--- config.mk ---
export PLATFORM = sky130hd
export DESIGN_NAME = parking_multi_gate_ctrl
export DESIGN_NICKNAME = d
export VERILOG_FILES = /design/src/rtl/parking_multi_gate_ctrl_pkg.sv /design/src/rtl/parking_lane_fsm.sv /design/src/rtl/parking_multi_gate_ctrl.sv
export SDC_FILE = /design/constraint.sdc
export NUM_CORES = 1
export LEC_CHECK = 0
export CAP_MARGIN = 0
export CORE_MARGIN = 5
export CORE_UTILIZATION = 40
export DETAILED_ROUTE_END_ITERATION = 8
export HOLD_SLACK_MARGIN = 0.05
export PLACE_DENSITY_LB_ADDON = 0.1
export SLEW_MARGIN = 40
export SYNTH_ARGS = -nofsm -noshare
export SYNTH_HDL_FRONTEND = slang
export SYNTH_SLANG_ARGS = --single-unit
--- constraint.sdc ---
create_clock -name clk -period 4.32 [get_ports clk]
set_input_delay 0.648 -clock clk [delete_from_list [all_inputs] [get_ports clk]]
set_output_delay 0.648 -clock clk [all_outputs]
set_load 0.05 [all_outputs]
--- src/rtl/parking_multi_gate_ctrl_pkg.sv ---
// Shared lane state encodings and default sizing for the multi-gate parking controller.
package parking_pkg;

    typedef enum logic [1:0] {
        ENTRY_IDLE   = 2'd0,
        ENTRY_OPEN   = 2'd1,
        ENTRY_LOCKED = 2'd2
    } entry_state_t;

    typedef enum logic {
        EXIT_IDLE = 1'b0,
        EXIT_OPEN = 1'b1
    } exit_state_t;

    localparam int DEF_NUM_LANES        = 2;
    localparam int DEF_COUNT_W          = 6;
    localparam int DEF_PASS_W           = 8;
    localparam int DEF_GATE_OPEN_CYCLES = 4;
    localparam int DEF_MAX_FAILS        = 3;
    localparam int DEF_LOCKOUT_CYCLES   = 16;

endpackage

--- src/rtl/parking_lane_fsm.sv ---
// One entry/exit lane pair: gate timers, wrong-code counter and lockout.
// Slot and exit decisions come from the top; this block only reports candidates.
module parking_lane_fsm
    import parking_pkg::*;
#(
    parameter int GATE_OPEN_CYCLES = DEF_GATE_OPEN_CYCLES,
    parameter int MAX_FAILS        = DEF_MAX_FAILS,
    parameter int LOCKOUT_CYCLES   = DEF_LOCKOUT_CYCLES
) (
    input  logic clk,
    input  logic reset_n,
    input  logic enter_req,
    input  logic code_ok,
    input  logic entry_grant,
    input  logic exit_req,
    input  logic exit_accept,
    output logic entry_cand,
    output logic exit_cand,
    output logic entry_gate_open,
    output logic exit_gate_open,
    output logic entry_denied,
    output logic lane_locked
);

    localparam int MAX_T  = (GATE_OPEN_CYCLES > LOCKOUT_CYCLES) ? GATE_OPEN_CYCLES : LOCKOUT_CYCLES;
    localparam int TMR_W  = $clog2(MAX_T + 1);
    localparam int FAIL_W = $clog2(MAX_FAILS + 1);

    entry_state_t      entry_state;
    exit_state_t       exit_state;
    logic [TMR_W-1:0]  entry_tmr;
    logic [TMR_W-1:0]  exit_tmr;
    logic [FAIL_W-1:0] fail_cnt;

    // Only idle lanes with a valid code compete for slots; busy lanes ignore requests.
    assign entry_cand = (entry_state == ENTRY_IDLE) && enter_req && code_ok;
    assign exit_cand  = (exit_state == EXIT_IDLE) && exit_req;

    always_ff @(posedge clk or negedge reset_n) begin
        if (!reset_n) begin
            entry_state     <= ENTRY_IDLE;
            entry_tmr       <= '0;
            fail_cnt        <= '0;
            entry_gate_open <= 1'b0;
            entry_denied    <= 1'b0;
            lane_locked     <= 1'b0;
        end else begin
            entry_denied <= 1'b0;
            case (entry_state)
                ENTRY_IDLE: begin
                    if (enter_req) begin
                        if (code_ok && entry_grant) begin
                            entry_state     <= ENTRY_OPEN;
                            entry_gate_open <= 1'b1;
                            entry_tmr       <= TMR_W'(GATE_OPEN_CYCLES - 1);
                            fail_cnt        <= '0;
                        end else if (code_ok) begin
                            entry_denied <= 1'b1;
                        end else begin
                            entry_denied <= 1'b1;
                            if (fail_cnt == FAIL_W'(MAX_FAILS - 1)) begin
                                entry_state <= ENTRY_LOCKED;
                                lane_locked <= 1'b1;
                                entry_tmr   <= TMR_W'(LOCKOUT_CYCLES - 1);
                                fail_cnt    <= '0;
                            end else begin
                                fail_cnt <= fail_cnt + 1'b1;
                            end
                        end
                    end
                end
                ENTRY_OPEN: begin
                    if (entry_tmr == '0) begin
                        entry_state     <= ENTRY_IDLE;
                        entry_gate_open <= 1'b0;
                    end else begin
                        entry_tmr <= entry_tmr - 1'b1;
                    end
                end
                ENTRY_LOCKED: begin
                    if (entry_tmr == '0) begin
                        entry_state <= ENTRY_IDLE;
                        lane_locked <= 1'b0;
                    end else begin
                        entry_tmr <= entry_tmr - 1'b1;
                    end
                end
                default: begin
                    entry_state     <= ENTRY_IDLE;
                    entry_gate_open <= 1'b0;
                    lane_locked     <= 1'b0;
                end
            endcase
        end
    end

    always_ff @(posedge clk or negedge reset_n) begin
        if (!reset_n) begin
            exit_state     <= EXIT_IDLE;
            exit_tmr       <= '0;
            exit_gate_open <= 1'b0;
        end else begin
            case (exit_state)
                EXIT_IDLE: begin
                    if (exit_accept) begin
                        exit_state     <= EXIT_OPEN;
                        exit_gate_open <= 1'b1;
                        exit_tmr       <= TMR_W'(GATE_OPEN_CYCLES - 1);
                    end
                end
                EXIT_OPEN: begin
                    if (exit_tmr == '0) begin
                        exit_state     <= EXIT_IDLE;
                        exit_gate_open <= 1'b0;
                    end else begin
                        exit_tmr <= exit_tmr - 1'b1;
                    end
                end
                default: begin
                    exit_state     <= EXIT_IDLE;
                    exit_gate_open <= 1'b0;
                end
            endcase
        end
    end

endmodule

--- src/rtl/parking_multi_gate_ctrl.sv ---
// Multi-lane parking controller: shared occupancy counter, lowest-lane-first slot
// and exit arbitration, and one parking_lane_fsm per entry/exit lane pair.
module parking_multi_gate_ctrl
    import parking_pkg::*;
#(
    parameter int NUM_LANES        = DEF_NUM_LANES,
    parameter int COUNT_W          = DEF_COUNT_W,
    parameter int PASS_W           = DEF_PASS_W,
    parameter int GATE_OPEN_CYCLES = DEF_GATE_OPEN_CYCLES,
    parameter int MAX_FAILS        = DEF_MAX_FAILS,
    parameter int LOCKOUT_CYCLES   = DEF_LOCKOUT_CYCLES
) (
    input  logic                          clk,
    input  logic                          reset_n,
    input  logic [PASS_W-1:0]             passcode_set,
    input  logic [COUNT_W-1:0]            max_capacity,
    input  logic [NUM_LANES-1:0]          enter_req,
    input  logic [NUM_LANES*PASS_W-1:0]   passcode_in,
    input  logic [NUM_LANES-1:0]          exit_req,
    output logic [COUNT_W-1:0]            car_count,
    output logic [NUM_LANES-1:0]          entry_gate_open,
    output logic [NUM_LANES-1:0]          exit_gate_open,
    output logic [NUM_LANES-1:0]          entry_denied,
    output logic [NUM_LANES-1:0]          lane_locked,
    output logic                          lot_full,
    output logic                          lot_empty
);

    // Wide enough for both the occupancy range and a per-cycle lane tally.
    localparam int SUM_W = ((COUNT_W > 4) ? COUNT_W : 4) + 1;

    logic [NUM_LANES-1:0] code_ok;
    logic [NUM_LANES-1:0] entry_cand;
    logic [NUM_LANES-1:0] exit_cand;
    logic [NUM_LANES-1:0] entry_grant;
    logic [NUM_LANES-1:0] exit_accept;
    logic [SUM_W-1:0]     free_slots;
    logic [SUM_W-1:0]     grant_cnt;
    logic [SUM_W-1:0]     exit_cnt;

    genvar g;
    generate
        for (g = 0; g < NUM_LANES; g++) begin : g_lane
            assign code_ok[g] = (passcode_in[g*PASS_W +: PASS_W] == passcode_set);

            parking_lane_fsm #(
                .GATE_OPEN_CYCLES (GATE_OPEN_CYCLES),
                .MAX_FAILS        (MAX_FAILS),
                .LOCKOUT_CYCLES   (LOCKOUT_CYCLES)
            ) u_lane (
                .clk             (clk),
                .reset_n         (reset_n),
                .enter_req       (enter_req[g]),
                .code_ok         (code_ok[g]),
                .entry_grant     (entry_grant[g]),
                .exit_req        (exit_req[g]),
                .exit_accept     (exit_accept[g]),
                .entry_cand      (entry_cand[g]),
                .exit_cand       (exit_cand[g]),
                .entry_gate_open (entry_gate_open[g]),
                .exit_gate_open  (exit_gate_open[g]),
                .entry_denied    (entry_denied[g]),
                .lane_locked     (lane_locked[g])
            );
        end
    endgenerate

    // Free slots come from the registered count only, so same-cycle exits never
    // make room for same-cycle entries.
    always_comb begin
        free_slots  = (max_capacity > car_count) ? SUM_W'(max_capacity - car_count) : '0;
        grant_cnt   = '0;
        exit_cnt    = '0;
        entry_grant = '0;
        exit_accept = '0;
        for (int i = 0; i < NUM_LANES; i++) begin
            if (entry_cand[i] && (grant_cnt < free_slots)) begin
                entry_grant[i] = 1'b1;
                grant_cnt      = grant_cnt + SUM_W'(1);
            end
            if (exit_cand[i] && (exit_cnt < SUM_W'(car_count))) begin
                exit_accept[i] = 1'b1;
                exit_cnt       = exit_cnt + SUM_W'(1);
            end
        end
    end

    always_ff @(posedge clk or negedge reset_n) begin
        if (!reset_n) begin
            car_count <= '0;
        end else begin
            car_count <= COUNT_W'(SUM_W'(car_count) + grant_cnt - exit_cnt);
        end
    end

    assign lot_full  = (car_count >= max_capacity);
    assign lot_empty = (car_count == '0);

endmodule
==> results summary, run 1 <==
The transition time of the tightest slew-check pin is 0.632 ns. The mean routed wirelength per cell is 13.2 um. At the later pin of the worst-skew pair, clock insertion delay measures about 0.3 ns. The flow ran to the end, and the final reports show no timing, DRC or antenna violations. The cell count of the worst reg-to-reg path is 21. The area taken by flip-flops and latches is 1100 um2. The detailed-routing iteration count for the pre-antenna-repair pass came out at 5. The total chip power came out at between 2000 and 3000 uW. The detail route stage leaves a number of antenna-violating nets equal to 0. The number of synthesized flops with an enable pin is 0. The highest clock frequency the design can meet came out at about 240 MHz. The mapped netlist covers 3080 um2. The full die area is approximately 9500 um2. The Yosys step of the flow raised 0 warnings.

The mean area per synthesized cell is 9.35 um2. The tightest min-delay check is of the input port to asynchronous set/reset pin type. After global routing the overflow that remains totals 0. The relative max-transition margin is 57.6%. STA classifies the critical path endpoint as a register. After floorplanning, the core was divided into 32 placement rows. The gate count of the mapped netlist came out at 329.

The peak per-stage delay on the critical path is 0.42 ns. In this run the count of I/O pins placed on the die edge is 52. The cell with the largest stage delay on the worst path is sky130_fd_sc_hd__fa_1.

The count of vias placed by the detailed router came out at 2546. VDD sags by at most roughly 0.22 mV. The setup path with the least slack is of type input port to register. Counting along the longest clock path gives a buffer depth of 2. After synthesis the netlist holds a flip-flop and latch count of between 40 and 50. The non-filler instance count after layout came out at just over 500. Of the cells placed in the final design, the portion with a size suffix greater than 1 is ~16%.

The floorplan step set the die width to between 90 and 100 um. Buffers inserted to repair hold after CTS numbered 0. The maximum number of pins on one net before global-route repair is 45. The starting density of the core is 40.4%. In this run the static leakage power is 0.00182 uW. For this run, the register share of the synthesized area comes to 35.8%. The number of global-route vias before repair came to 2578. The final-stage net count is 475. The number of buffers inserted by port buffering came out at a little over 50.

The total power per unit cell area is 653 nW/um2. The worst register-to-register path begins at car_count[1]. After floorplanning, the core was sized to cover ~7600 um2.

The setup violation total in the final timing report is 0. In the final layout, the multi-input gates occupy 1860 um2. The number of max-cap violations is 0. The clock tree from TritonCTS is built.

The worst setup path is launched from an input port. The H-tree level count is 2. The signal on the critical path passes through buf_6 > inv_12 > ha_4 > inv_2 > fa_2 > and3_4 > or3_4 > a2111oi_4 > o221ai_2 > o211ai_1 > or2_4 > inv_2 > ha_4 > inv_2 > fa_1 > inv_2 > ha_4 > a21o_1 > a21oi_2 > nor2_1 > nor2_1 > nor2_1 > nor2_1 > xor2_1.

The worst register-to-register path ends at car_count[5]. Across the routed clock network, the largest skew measured is 0.00794 ns. The number of placed cells counting well taps came out at 492.

After the first detailed-routing iteration, the DRC count stood at 81. The global-route wire length before repair is 11400 um. When the netlist entered floorplanning its net count stood at 402. The post-detailed-route DRC marker count is 0. In this run the cell area measured after placement is 3850 um2. The number of antenna violations at the first check in global routing came out at 0. Dividing the detail-routed via count by the number of cells gives between 5 and 6. Along the worst path, the maximum fanout reaches 2. Routability-driven placement finished with a final weighted congestion of 0.802. The tree is rooted in a sky130_fd_sc_hd__clkbuf_8. The final instance area is 4030 um2.

The detailed-placement wirelength estimate came out at 5200 um. The final period demand of the worst path is 4.13 ns. Clock-pin slew was measured on the worst setup and hold paths at 0.09 ns.

The final wirelength is 6670 um. Relative to the synthesized area, the layout overhead comes to 30.9%. The number of antenna diodes in the final layout is 0. Among all flip-flop cells after synthesis, the most frequent one is sky130_fd_sc_hd__dfrtp_1. Counting the fill cells in the layout gives just over 700. The data required time of the critical path is 4.54 ns. Of the available clock period, the critical path in the final layout requires between 90 and 100%. The async set or reset register ratio after synthesis came out at 100%. The die is between 90 and 100 um tall. The count of endpoints failing hold in the final timing report is 0.

The number of max-slew violations in the final report is 0. The endpoint arrival time on the critical path is about 4.4 ns. The number of buffers inserted during clock tree synthesis is 5. The distinct cell type count of the synthesized netlist came out at 50. The number of sinks on the clock net is 44.

The global-route total usage across every layer is 14.3%. Across all register-to-register paths, the minimum setup slack is 0.25 ns.
[power by group]
group,switching [uW],internal [uW]
logic,920,701
registers,135,594
clock network,150,130
total,1200,1430
[repair_timing]
action,4_1_cts,5_1_grt
buffers inserted,2,3
setup endpoints to repair,4,2
cloned,0,0
resized for setup,5,13
pin swaps,2,14
[worst max-delay path by stage]
stage / slack [ns] / depth (start not counted) / from / to
3_5_place_dp: -0.70 / 24 / max_capacity[0] / car_count[5]
2_1_floorplan: -0.04 / 23 / max_capacity[0] / car_count[5]
3_3_place_gp: -0.60 / 23 / max_capacity[0] / car_count[5]
6_report: 0.19 / 24 / max_capacity[0] / car_count[5]
5_1_grt: -0.01 / 24 / max_capacity[0] / car_count[5]
4_1_cts: 0.03 / 21 / max_capacity[3] / car_count[5]
[area by class of cell]
type	count	share of cell area [%]
flip-flops and latches	44	27.4
repair buffers	75	17.2
inverters	38	3.85
multi-input cells	238	46.1
well taps	102	3.17
clock buffers	7	2.14
clock inverters	1	0.186
[metrics by stage]
stage | setup slack, ns | hold slack [ns] | setup TNS (ns) | utilization (%)
CTS | 0.0286 | 0.366 | 0 | 51.9
global route | -0.0147 | 0.385 | -0.0147 | 52.9
detailed placement | -0.696 | 0.469 | -2.71 | 50.6
finish | 0.187 | 0.344 | 0 | 52.9
floorplan | -0.0382 | 0.352 | -0.0382 | -
global placement | -0.595 | 0.468 | -2.21 | 50.6
[cell usage in the layout, fill, tap and decap left out, drive strengths merged, types with 2 or more instances in the layout]
master / instances
clkdlybuf4s50: 45
dfrtp: 44
inv: 38
ha: 34
nor2: 32
buf: 26
o21ai: 21
xor2: 19
nand2: 18
a21oi: 12
o21a: 9
nor3: 8
xnor2: 8
a31oi: 8
clkbuf: 8
a21o: 7
nand3: 6
nand4: 5
nor2b: 4
a41oi: 3
nor4: 3
o211ai: 3
a22o: 3
dlymetal6s2s: 3
or3: 3
fa: 3
and3: 3
nand4b: 2
a31o: 2
a32oi: 2
o22ai: 2
and2: 2
or2: 2
o311ai: 2
[critical path, delay by kind of cell]
family / cells / cell delay (ns)
adders and majority gates: 5 / 1.20
AOI/OAI and AO/OA: 5 / 1.06
and+or+nand+nor: 7 / 0.94
buffers and inverters: 6 / 0.36
xor gates and xnor gates: 1 / 0.15
[layer usage]
| metal | up-vias | wire [um] | track usage [%] |
|---|---|---|---|
| li1 | 1300 | - | - |
| met1 | 1202 | 3040 | 18.0 |
| met2 | 40 | 3280 | 25.0 |
| met3 | 4 | 288 | 3.23 |
| met4 | 0 | 61 | 3.19 |
| met5 | - | 0 | 0 |
[synthesized netlist by cell type, types with 2 or more instances]
cell type	number	area share, %
sky130_fd_sc_hd__or2_2	2	0.41
sky130_fd_sc_hd__a21oi_1	12	2.0
sky130_fd_sc_hd__xnor2_1	8	2.3
sky130_fd_sc_hd__inv_1	38	4.6
sky130_fd_sc_hd__o21ai_1	3	0.49
sky130_fd_sc_hd__fa_1	3	2.0
sky130_fd_sc_hd__o22ai_1	2	0.41
sky130_fd_sc_hd__nor3_1	8	1.3
sky130_fd_sc_hd__a31o_2	2	0.57
sky130_fd_sc_hd__nand2_1	18	2.2
sky130_fd_sc_hd__nand3_1	6	0.98
sky130_fd_sc_hd__a41oi_1	3	0.85
sky130_fd_sc_hd__xor2_1	19	5.4
sky130_fd_sc_hd__buf_4	8	2.0
sky130_fd_sc_hd__and3_2	2	0.49
sky130_fd_sc_hd__a32oi_1	2	0.57
sky130_fd_sc_hd__dfrtp_1	44	36
sky130_fd_sc_hd__o21ai_0	17	2.8
sky130_fd_sc_hd__nand4b_1	2	0.57
sky130_fd_sc_hd__nor2_1	32	3.9
sky130_fd_sc_hd__o211ai_1	3	0.73
sky130_fd_sc_hd__or3_1	2	0.41
sky130_fd_sc_hd__ha_1	34	14
sky130_fd_sc_hd__nor2b_1	4	0.81
sky130_fd_sc_hd__o21a_1	9	2.2
sky130_fd_sc_hd__nand4_1	5	1.0
sky130_fd_sc_hd__nor4_1	3	0.61
sky130_fd_sc_hd__a22o_1	3	0.85
sky130_fd_sc_hd__a31oi_1	8	1.6
sky130_fd_sc_hd__a21o_1	7	1.7
[state kept, by name, summed over array words and instances (netlist names)]
register                       flops
g_lane.u_lane.exit_state           2
g_lane.u_lane.entry_state          4
g_lane.u_lane.fail_cnt             4
g_lane.u_lane.entry_tmr           10
g_lane.u_lane.exit_tmr            10
g_lane.u_lane.entry_gate_open      2
g_lane.u_lane.lane_locked          2
g_lane.u_lane.exit_gate_open       2
g_lane.u_lane.entry_denied         2
car_count                          6
[cells by family after synthesis]
group	Yosys count	synth area share (%)
AND/OR/NAND/NOR	92	14.7
XOR/XNOR	27	7.69
AO/OA/AOI/OAI	82	19.1
adder cells (fa/ha/maj)	37	15.8
flip-flops	44	35.8
buffers and inverters	47	6.95
No activity file was read; power rests on OpenSTA's default activity.
==> inputs of run 2 (changes only) <==
- RECOVER_POWER: unset -> 50
==> run 2 against run 1 <==
The run now ends with max-capacitance violations, max-slew violations left. Final area about the same. Clock power about the same. Sequential power about the same. Utilization about the same. Largest power group unchanged. Critical endpoint unchanged. Power about the same. Non-clock buffer count unchanged. Count of clock-buffer cells in the layout unchanged. Critical path depth unchanged. Sequential share of layout area about the same. Die area unchanged. Wire length about the same.
==> results summary, run 2 (synthesized netlist as in run 1, its figures left out) <==
The run finished, with violations left. The checks that failed: max-capacitance violations, max-slew violations. The peak ir drop on the vdd network is about 0.22 mV. The H-tree level count came out at 2. Walking the worst path, the cells encountered are buf_6 > inv_12 > ha_4 > inv_2 > fa_2 > and3_4 > or3_4 > a2111oi_4 > o221ai_2 > o211ai_1 > or2_4 > inv_2 > ha_4 > inv_2 > fa_1 > inv_2 > ha_4 > a21o_1 > a21oi_2 > nor2_1 > nor2_1 > nor2_1 > nor2_1 > xor2_1. For this block, the initial DRC count from the detailed router was 81. The number of antenna violations at the first check in global routing is 0.

The signed area change from the synthesized netlist to the final layout is 30.8%. The number of sinks on the clock net came out at 44. The total negative slack for setup checks came out at 0 ns.

The final period demand of the worst path came out at 4.13 ns. The global-route wire length before repair is 11400 um. The count of antenna-violating nets left after detailed routing is 0. The clock root buffer master is sky130_fd_sc_hd__clkbuf_8. The cell with the largest stage delay on the worst path is sky130_fd_sc_hd__fa_1. The setup violation total in the final timing report is 0. Clock tree synthesis inserted a total of 5 buffers.

Hold timing on the final database bottoms out at a slack of approximately 0.48 ns. For this run, the total global-route usage over all layers was measured as 14.3%. The detailed-routing iteration count for the pre-antenna-repair pass came out at 5.

The commonest non-fill, non-tap cell in the layout is sky130_fd_sc_hd__clkdlybuf4s50_1. The maximum number of pins on one net before global-route repair is 45. The type of element capturing the critical path is a register. The number of max-slew violations in the final report came out at 45. The path type of the worst min-delay path is register to register. The floorplan step defined a die boundary enclosing 9550 um2. The pre-CTS setup slack is -0.696 ns. The post-route clock skew is 0.00794 ns. The peak per-stage delay on the critical path came out at 0.42 ns. The global-route congestion overflow total came out at 0. For the worst setup path, the data required time is ~4.5 ns. The relative max-transition margin came out at -62.5%. The transition time of the tightest slew-check pin is 2.44 ns. The clock input transition at the sequential cells of the worst setup and hold paths came out at 0.09 ns. The starting density of the core is between 40% and 50%. Across the run, the number of max-cap violations was 1. The endpoint arrival time on the critical path is ~4.4 ns. The final route contains between 2000 and 3000 vias. The clock latency of the later-clocked register in the worst-skew pair is 0.30 ns. Along the worst path, the maximum fanout reaches 2. The final wirelength is about 6700 um.

For this run, design rule violations remaining after detail routing come to 0. The row count is 32. The die boundary height came out at around 98 um. The detailed-placement wirelength estimate is 5200 um. The post-layout worst setup margin is 0.187 ns. The number of diodes added for antenna fixing came out at 0. Measured along the x axis, the die boundary spans 97.7 um. The routability congestion estimate is around 0.8. The share of the clock period used by the worst path after layout came out at 95.7%. For this design the top-level I/O count stands at 52.

The count of endpoints failing hold in the final timing report was 0. The kind of start point of the critical path is an input port. The clock tree from TritonCTS is built. In the final layout, the share of cells above drive strength 1 is 15.4%. By startpoint and endpoint, the worst setup path is classified as input port to register. In this run the power density over the cells is 654 nW/um2. The library cells used most frequently in the layout, excluding fill and tap cells, are sky130_fd_sc_hd__clkdlybuf4s50_1, sky130_fd_sc_hd__dfrtp_1, sky130_fd_sc_hd__inv_1.

The number of buffers inserted by port buffering is 51. The total leakage power came out at 0.00181 uW. The via density per instance came out at 5.04.

In this run the deepest clock path goes through 2 buffers. The number of global-route vias before repair came out at around 2600. The core area came out at around 7600 um2. Static timing analysis puts the maximum clock frequency at 242 MHz. The final-stage net count is between 400 and 500.

The mean routed wirelength per cell is 13.2 um. The largest registers in the layout are g_lane.u_lane.entry_tmr: 10 flops, g_lane.u_lane.exit_tmr: 10 flops, car_count: 6 flops.
run 2: per-stage QoR:
stage	total power, uW	utilization, %	cell area (um2)	std cells
floorplan	1860	-	3140	329
global placement	2300	50.6	3850	492
detailed placement	2330	50.6	3850	492
CTS	2620	51.9	3950	502
global route	2890	52.9	4020	505
finish	2630	52.9	4020	505
run 2: what timing repair did:
action                                  in CTS  in global routing
gates resized for setup                      5                 13
hold buffers                                 0                  0
endpoints found under the setup margin       4                  2
buffers inserted                             2                  3
pin swaps                                    2                 14
cloned                                       0                  0
run 2: area by class of cell:
type | count | area [um2]
clock inverter | 1 | 7.51
timing repair buffer | 75 | 688
multi-input combinational | 238 | 1860
inverter | 38 | 155
sequential | 44 | 1100
fill | 719 | 3580
tap | 102 | 128
clock buffer | 7 | 86.3
run 2: routing by layer:
metal	up-vias	track usage [%]	part of all wire, %
li1	1300	-	-
met1	1201	18.0	46
met2	40	25.0	49
met3	4	3.23	4.3
met4	0	3.19	0.92
met5	-	0	0
run 2: report_power, final:
group / internal, uW / switching [uW] / total, uW
Sequential: 594 / 135 / 729
Clock: 130 / 150 / 280
Combinational: 701 / 920 / 1620
Total: 1420 / 1200 / 2630
run 2: worst paths after layout:
| check | depth (start not counted) | slack, ns | end | start |
|---|---|---|---|---|
| max | 24 | 0.19 | car_count[5] | max_capacity[0] |
| min | 1 | 0.48 | g_lane[0].u_lane.exit_gate_open | g_lane[0].u_lane.exit_gate_open |
| max reg2reg | 21 | 0.25 | car_count[5] | car_count[1] |
| min reg2reg | 1 | 0.48 | g_lane[0].u_lane.exit_gate_open | g_lane[0].u_lane.exit_gate_open |
| max in group asynchronous | 1 | 1.68 | car_count[1] | reset_n |
| min in group asynchronous | 1 | 1.09 | g_lane[0].u_lane.exit_tmr[3] | reset_n |
run 2: worst max-delay path, delay by kind of cell:
family | cells | cell delay, ns
adder cells (fa/ha/maj) | 5 | 1.20
AO/OA/AOI/OAI | 5 | 1.06
AND/OR/NAND/NOR | 7 | 0.94
buffers and inverters | 6 | 0.36
XOR/XNOR | 1 | 0.15
